### config.mk
export PLATFORM = sky130hd
export DESIGN_NAME = imem_stream_loader_flat
export DESIGN_NICKNAME = d
export VERILOG_FILES = /design/src/rtl/imem_loader_pkg.sv /design/src/rtl/imem_stream_loader_if.sv /design/src/rtl/imem_stream_loader_byte_word_packer.sv /design/src/rtl/imem_stream_loader.sv /design/src/flat_wrapper.sv
export SDC_FILE = /design/constraint.sdc
export NUM_CORES = 1
export LEC_CHECK = 0
export BUFFER_PORTS_ARGS = -buffer_cell sky130_fd_sc_hd__buf_2
export CAP_MARGIN = 20
export CORE_UTILIZATION = 40
export CTS_CLUSTER_SIZE = 40
export DETAILED_ROUTE_END_ITERATION = 16
export REMOVE_ABC_BUFFERS = 1
export SETUP_SLACK_MARGIN = 0.15
export SYNTH_ARGS = -nofsm -noshare
export SYNTH_HDL_FRONTEND = slang
export SYNTH_SLANG_ARGS = --single-unit
### constraint.sdc
create_clock -name clk -period 2.12 [get_ports clk]
set_clock_uncertainty 0.05 [all_clocks]
set_input_delay 0.212 -clock clk [delete_from_list [all_inputs] [get_ports clk]]
set_output_delay 0.212 -clock clk [all_outputs]
set_load 0.05 [all_outputs]
### src/rtl/imem_loader_pkg.sv
// Shared types and constants for the instruction-memory stream loader.
// The all-zero word ends a program, the same rule the CPU uses.
package imem_loader_pkg;

    typedef enum logic [2:0] {
        ST_IDLE    = 3'd0,
        ST_LOAD    = 3'd1,
        ST_RELEASE = 3'd2,
        ST_RUN     = 3'd3,
        ST_ERROR   = 3'd4
    } state_e;

    localparam logic [31:0] TERMINATOR_WORD = 32'h0;
    localparam int          BYTES_PER_WORD  = 4;
    localparam int          BYTE_IDX_W      = $clog2(BYTES_PER_WORD);

endpackage

### src/rtl/imem_stream_loader_if.sv
// Byte stream in and instruction-memory write port out, bundled together.
// The master view belongs to the loader and the slave view to the environment.
interface imem_stream_loader_if #(
    parameter int ADDR_W = 8
);
    logic              in_valid;
    logic              in_ready;
    logic [7:0]        in_data;
    logic              imem_we;
    logic [ADDR_W-1:0] imem_addr;
    logic [31:0]       imem_wdata;

    modport master (
        input  in_valid, in_data,
        output in_ready, imem_we, imem_addr, imem_wdata
    );

    modport slave (
        output in_valid, in_data,
        input  in_ready, imem_we, imem_addr, imem_wdata
    );
endinterface

### src/rtl/imem_stream_loader_byte_word_packer.sv
// Assembles little-endian bytes into 32-bit words. word_valid is a
// combinational pulse in the cycle the last byte of a word is accepted.
module byte_word_packer
    import imem_loader_pkg::*;
(
    input  logic        clk,
    input  logic        reset,
    input  logic        clear,
    input  logic        byte_fire,
    input  logic [7:0]  byte_data,
    output logic        word_valid,
    output logic [31:0] word_data
);
    localparam int LOW_W = 8 * (BYTES_PER_WORD - 1);

    logic [BYTE_IDX_W-1:0] idx_q, idx_d;
    logic [LOW_W-1:0]      low_q, low_d;

    // Earlier bytes shift down so byte 0 ends up in the least significant lane.
    always_comb begin
        idx_d      = idx_q;
        low_d      = low_q;
        word_valid = 1'b0;
        word_data  = {byte_data, low_q};
        if (clear) begin
            idx_d = '0;
            low_d = '0;
        end else if (byte_fire) begin
            low_d = {byte_data, low_q[LOW_W-1:8]};
            if (idx_q == BYTE_IDX_W'(BYTES_PER_WORD - 1)) begin
                idx_d      = '0;
                word_valid = 1'b1;
            end else begin
                idx_d = idx_q + 1'b1;
            end
        end
    end

    always_ff @(posedge clk or negedge reset) begin
        if (!reset) begin
            idx_q <= '0;
            low_q <= '0;
        end else begin
            idx_q <= idx_d;
            low_q <= low_d;
        end
    end

endmodule

### src/rtl/imem_stream_loader.sv
// Boot loader: packs a byte stream into instruction memory while holding the
// CPU in reset, then releases it RELEASE_DELAY cycles after the terminator.
module imem_stream_loader
    import imem_loader_pkg::*;
#(
    parameter int IMEM_DEPTH    = 256,
    parameter int ADDR_W        = 8,
    parameter int RELEASE_DELAY = 4
) (
    input  logic                 clk,
    input  logic                 reset,
    input  logic                 start,
    imem_stream_loader_if.master bus,
    output logic                 cpu_reset,
    output logic                 load_done,
    output logic                 load_error,
    output logic [ADDR_W:0]      word_count
);
    localparam int                CNT_W     = $clog2(RELEASE_DELAY + 1);
    localparam logic [ADDR_W-1:0] LAST_ADDR = ADDR_W'(IMEM_DEPTH - 1);

    state_e            state_q, state_d;
    logic [ADDR_W-1:0] addr_q, addr_d;
    logic              in_ready_q, in_ready_d;
    logic              we_q, we_d;
    logic [ADDR_W-1:0] imem_addr_q, imem_addr_d;
    logic [31:0]       wdata_q, wdata_d;
    logic              cpu_reset_q, cpu_reset_d;
    logic              load_done_q, load_done_d;
    logic              load_error_q, load_error_d;
    logic [ADDR_W:0]   word_count_q, word_count_d;
    logic [CNT_W-1:0]  rel_cnt_q, rel_cnt_d;

    logic              byte_fire;
    logic              word_valid;
    logic [31:0]       word_data;

    assign byte_fire = bus.in_valid && in_ready_q;

    byte_word_packer u_packer (
        .clk        (clk),
        .reset      (reset),
        .clear      (start),
        .byte_fire  (byte_fire),
        .byte_data  (bus.in_data),
        .word_valid (word_valid),
        .word_data  (word_data)
    );

    always_comb begin
        state_d      = state_q;
        addr_d       = addr_q;
        we_d         = 1'b0;
        imem_addr_d  = imem_addr_q;
        wdata_d      = wdata_q;
        cpu_reset_d  = cpu_reset_q;
        load_done_d  = load_done_q;
        load_error_d = load_error_q;
        word_count_d = word_count_q;
        rel_cnt_d    = rel_cnt_q;
        if (start) begin
            state_d      = ST_LOAD;
            addr_d       = '0;
            imem_addr_d  = '0;
            word_count_d = '0;
            cpu_reset_d  = 1'b1;
            load_done_d  = 1'b0;
            load_error_d = 1'b0;
            rel_cnt_d    = '0;
        end else begin
            case (state_q)
                ST_LOAD: begin
                    if (word_valid) begin
                        we_d         = 1'b1;
                        imem_addr_d  = addr_q;
                        wdata_d      = word_data;
                        word_count_d = word_count_q + 1'b1;
                        // A terminator in the last slot is still a clean end.
                        if (word_data == TERMINATOR_WORD) begin
                            state_d   = ST_RELEASE;
                            rel_cnt_d = CNT_W'(RELEASE_DELAY);
                        end else if (addr_q == LAST_ADDR) begin
                            state_d      = ST_ERROR;
                            load_error_d = 1'b1;
                        end else begin
                            addr_d = addr_q + 1'b1;
                        end
                    end
                end
                ST_RELEASE: begin
                    // Outputs are registered, so the count-of-one cycle
                    // decides the edge on which the CPU leaves reset.
                    if (rel_cnt_q == CNT_W'(1)) begin
                        state_d     = ST_RUN;
                        cpu_reset_d = 1'b0;
                        load_done_d = 1'b1;
                    end else begin
                        rel_cnt_d = rel_cnt_q - 1'b1;
                    end
                end
                default: ;
            endcase
        end
        in_ready_d = (state_d == ST_LOAD);
    end

    always_ff @(posedge clk or negedge reset) begin
        if (!reset) begin
            state_q      <= ST_IDLE;
            addr_q       <= '0;
            in_ready_q   <= 1'b0;
            we_q         <= 1'b0;
            imem_addr_q  <= '0;
            wdata_q      <= '0;
            cpu_reset_q  <= 1'b1;
            load_done_q  <= 1'b0;
            load_error_q <= 1'b0;
            word_count_q <= '0;
            rel_cnt_q    <= '0;
        end else begin
            state_q      <= state_d;
            addr_q       <= addr_d;
            in_ready_q   <= in_ready_d;
            we_q         <= we_d;
            imem_addr_q  <= imem_addr_d;
            wdata_q      <= wdata_d;
            cpu_reset_q  <= cpu_reset_d;
            load_done_q  <= load_done_d;
            load_error_q <= load_error_d;
            word_count_q <= word_count_d;
            rel_cnt_q    <= rel_cnt_d;
        end
    end

    assign bus.in_ready   = in_ready_q;
    assign bus.imem_we    = we_q;
    assign bus.imem_addr  = imem_addr_q;
    assign bus.imem_wdata = wdata_q;
    assign cpu_reset      = cpu_reset_q;
    assign load_done      = load_done_q;
    assign load_error     = load_error_q;
    assign word_count     = word_count_q;

endmodule

### src/flat_wrapper.sv
// flat-port wrapper written by rule: the top's interface ports become plain ports
module imem_stream_loader_flat import imem_loader_pkg::*;
#(
    parameter int IMEM_DEPTH    = 256,
    parameter int ADDR_W        = 8,
    parameter int RELEASE_DELAY = 4
)
  (clk, reset, start, cpu_reset, load_done, load_error, word_count, bus_in_valid, bus_in_data, bus_in_ready, bus_imem_we, bus_imem_addr, bus_imem_wdata);
  imem_stream_loader_if #(.ADDR_W(ADDR_W)) bus_i ();
  input  logic clk;
  input  logic reset;
  input  logic start;
  output logic cpu_reset;
  output logic load_done;
  output logic load_error;
  output logic [ADDR_W:0] word_count;
  input wire logic [$bits(bus_i.in_valid)-1:0] bus_in_valid;
  input wire logic [$bits(bus_i.in_data)-1:0] bus_in_data;
  output wire logic [$bits(bus_i.in_ready)-1:0] bus_in_ready;
  output wire logic [$bits(bus_i.imem_we)-1:0] bus_imem_we;
  output wire logic [$bits(bus_i.imem_addr)-1:0] bus_imem_addr;
  output wire logic [$bits(bus_i.imem_wdata)-1:0] bus_imem_wdata;
  assign bus_i.in_valid = bus_in_valid;
  assign bus_i.in_data = bus_in_data;
  assign bus_in_ready = bus_i.in_ready;
  assign bus_imem_we = bus_i.imem_we;
  assign bus_imem_addr = bus_i.imem_addr;
  assign bus_imem_wdata = bus_i.imem_wdata;
  imem_stream_loader #(.IMEM_DEPTH(IMEM_DEPTH), .ADDR_W(ADDR_W), .RELEASE_DELAY(RELEASE_DELAY)) u_core (.clk(clk), .reset(reset), .start(start), .bus(bus_i), .cpu_reset(cpu_reset), .load_done(load_done), .load_error(load_error), .word_count(word_count));
endmodule
==> impl_metrics.tcl <==
set metrics [dict create \
    status "finished clean" \
    end_kind "register" \
    final_cell_mix "93 x dfrtp_1, 64 x buf_2, 32 x mux2_2" \
    cts-root-buf "clkbuf_8" \
    layout_commonest_cell "dfrtp_1" \
    grt-ovfl-total 0 \
    synthArstFlopShare_pct 100 \
    slew_headroom_pct 73.4 \
    hold_ws_ns 0.0518 \
    crit_chain "ha_1 > and4_1 > nor3_2 > o2111ai_2 > or4_1 > a21oi_1" \
    start_util_pct 42.1 \
    ant_nets 0 \
    die_w_um 101 \
    drv_slew 0 \
    io_pins 66 \
    drt-pass1-iter-count 4 \
    ctsLongestPathBuffers 2 \
    syn_inst 316 \
    netlist_area_mm2 0.00394 \
    p_total_uw 3410 \
    power.switching_uw 995 \
    ys_top_cells_by_area "dfrtp_1 59%, mux2_2 9.1%, a22o_1 5.8%" \
    globalplace.congestion 0.813 \
    clk_latency_ns 0.36 \
    max_stage_delay_ns 0.43 \
    cts.clk_slew.worst_paths_ns 0.10 \
    instances_no_fill 526 \
    r2r-start "u_core.addr_q[0]" \
    wl_per_cell_um 15.9 \
    path_class "reg2reg" \
    fin_nets 409 \
    synth_edf_count 0 \
    numCtsBuffers 9 \
    drive_above_1_share_pct 36.3 \
    chipHeight_um 101 \
    worstHoldStart "bus_in_data[0]" \
    drtIter0Drc 81 \
    fmax_mhz 540 \
    drcViolationCount 0 \
    p_sw_share_pct 29.2 \
    finalCriticalPeriod_ns 1.85 \
    yosys_register_bits 94 \
    yosys_warnings 0 \
    cap_violations 0 \
    cp.arrival_ns 2.08 \
    power_density_mw_per_mm2 722 \
    dp.final_hpwl_um 5730 \
    period_share_pct 87.3 \
    io_buffers 65 \
    cp.required_ns 2.35 \
    cp_max_fo 4 \
    die_area_mm2 0.0103 \
    rows 35 \
    vias 2770 \
    worst_path_max_delay_cell "dfrtp_1" \
    clockPowerShare_pct 33.6 \
    cp-startpoint "u_core.addr_q[0]" \
    p_int_uw 2410 \
    rsz0062_at_grt "false" \
    setup_tns_ns 0 \
    yosysTopAreaCell "dfrtp_1" \
    gr-usage-met1_pct 25.3 \
    final-setup-viol-count 0 \
    num_antenna_cells 0 \
    synth_area_per_cell_um2 12.5 \
    antenna_found_initial 0 \
    p_leak_uw 0.00236 \
    critPathLaunchType "register" \
    htreeDepth 3 \
    use_met3_pct 2.35 \
    grt_pass1_vias 2751 \
    yosysSeqAreaShare_pct 59.7 \
    synth_top_area_share_pct 59.0 \
    cts_tree "yes" \
    placeableCoreArea_mm2 0.00937 \
    p_seq_share_pct 55.5 \
    grt_max_degree 43 \
    synthDistinctLibCells 45 \
    hold_viol_final 0 \
    fin_util_pct 50.3 \
    busiest_layer "met2" \
    grt_use_met2_pct 27.6 \
    routed_via_density 5.27 \
    worst_slew_pin_slew_ns 0.399 \
    peakVddDrop_mv 0.304 \
    wl_um 8360 \
    synthToLayoutAreaGrowth_pct 19.7 \
    synth_ff_type "dfrtp_1" \
    clock_sinks 94 \
    pwr-share-comb_pct 10.9 \
    dpl.cell_count 505 \
    grt_usage_pct 17.8 \
    grt_pass1_wl_um 14000 \
    min_path_type "in2reg" \
]
## final timing paths
check | end | cells after the start | slack [ns]
max in group asynchronous | u_core.addr_q[0] | 3 | 1.09
min in group asynchronous | u_core.bus.imem_wdata[27] | 2 | 0.26
hold reg to reg | u_core.load_done | 2 | 0.45
hold / removal | u_core.u_packer.low_q[16] | 2 | 0.05
setup reg to reg | u_core.addr_q[7] | 6 | 0.27
setup / recovery | u_core.addr_q[7] | 6 | 0.27
## registers in the layout, indices dropped and copies added (netlist names)
signal and count:
u_core.bus.imem_wdata 32, u_core.u_packer.low_q 24, u_core.word_count 9, u_core.addr_q 8, u_core.bus.imem_addr 8, u_core.rel_cnt_q 3, u_core.state_q 3, u_core.u_packer.idx_q 2
u_core.bus.imem_we 1, u_core.bus.in_ready 1, u_core.cpu_reset 1, u_core.load_done 1, u_core.load_error 1
## per-layer routing
layer | wire [µm] | share of wire (%)
met2 | 3900 | 47
met4 | 114 | 1.4
met5 | 0 | 0
met3 | 235 | 2.8
met1 | 4110 | 49
## critical path, delay by kind of cell (launching register included)
family / cells / cell delay [ns]
simple gates: 3 / 0.76
flops: 1 / 0.43
compound gates: 2 / 0.31
fa+ha+maj: 1 / 0.23
## cell families (layout without fill, tap and decap cells)
| logic type | count (synthesis) | count (layout) | synth area share (%) |
|---|---|---|---|
| fa+ha+maj | 5 | 5 | 1.59 |
| mux | 33 | 33 | 9.40 |
| compound gates | 65 | 65 | 11.8 |
| xor+xnor | 9 | 9 | 2.00 |
| simple gates | 88 | 88 | 13.0 |
| buf+inv | 22 | 103 | 2.51 |
| flops | 94 | 94 | 59.7 |
## power by group through the flow
stage               Clock [µW]  Combinational (µW)  Sequential, µW
floorplan                    0                91.4            2060
global placement             0                 371            1920
detailed placement           0                 373            1930
CTS                       1170                 376            1890
global route              1260                 400            1900
finish                    1140                 371            1890
## synthesized netlist by cell type, types with 5 or more instances
| library cell | count |
|---|---|
| a21oi_1 | 18 |
| dfrtp_1 | 93 |
| a22o_1 | 26 |
| nor2_1 | 15 |
| inv_1 | 5 |
| nor4_1 | 8 |
| xor2_1 | 8 |
| clkbuf_1 | 8 |
| nand4_1 | 9 |
| ha_1 | 5 |
| mux2_2 | 32 |
| o31ai_1 | 5 |
| o21ai_0 | 6 |
| nand2_1 | 26 |
## final cells by class
class,count,area [µm²]
clock inverters,7,62.6
inverters,6,22.5
well taps,129,161
clock buffers,9,124
fillers,875,4660
repair buffers,81,475
multi-input cells,200,1520
flip-flops and latches,94,2350
## stage by stage
stage	setup WS, ns	cell area (µm²)
finish	0.269	4720
global route	0.140	4720
CTS	0.173	4650
global placement	0.238	4450
floorplan	-0.421	3860
detailed placement	0.195	4450
## timing repair
item | CTS | global route
setup endpoints to repair | 0 | 16
buffers inserted | 0 | 4
resized for setup | 0 | 6
hold endpoints to repair | 27 | 0
hold buffers | 1 | 0
Power figures use the tool's default switching activity.
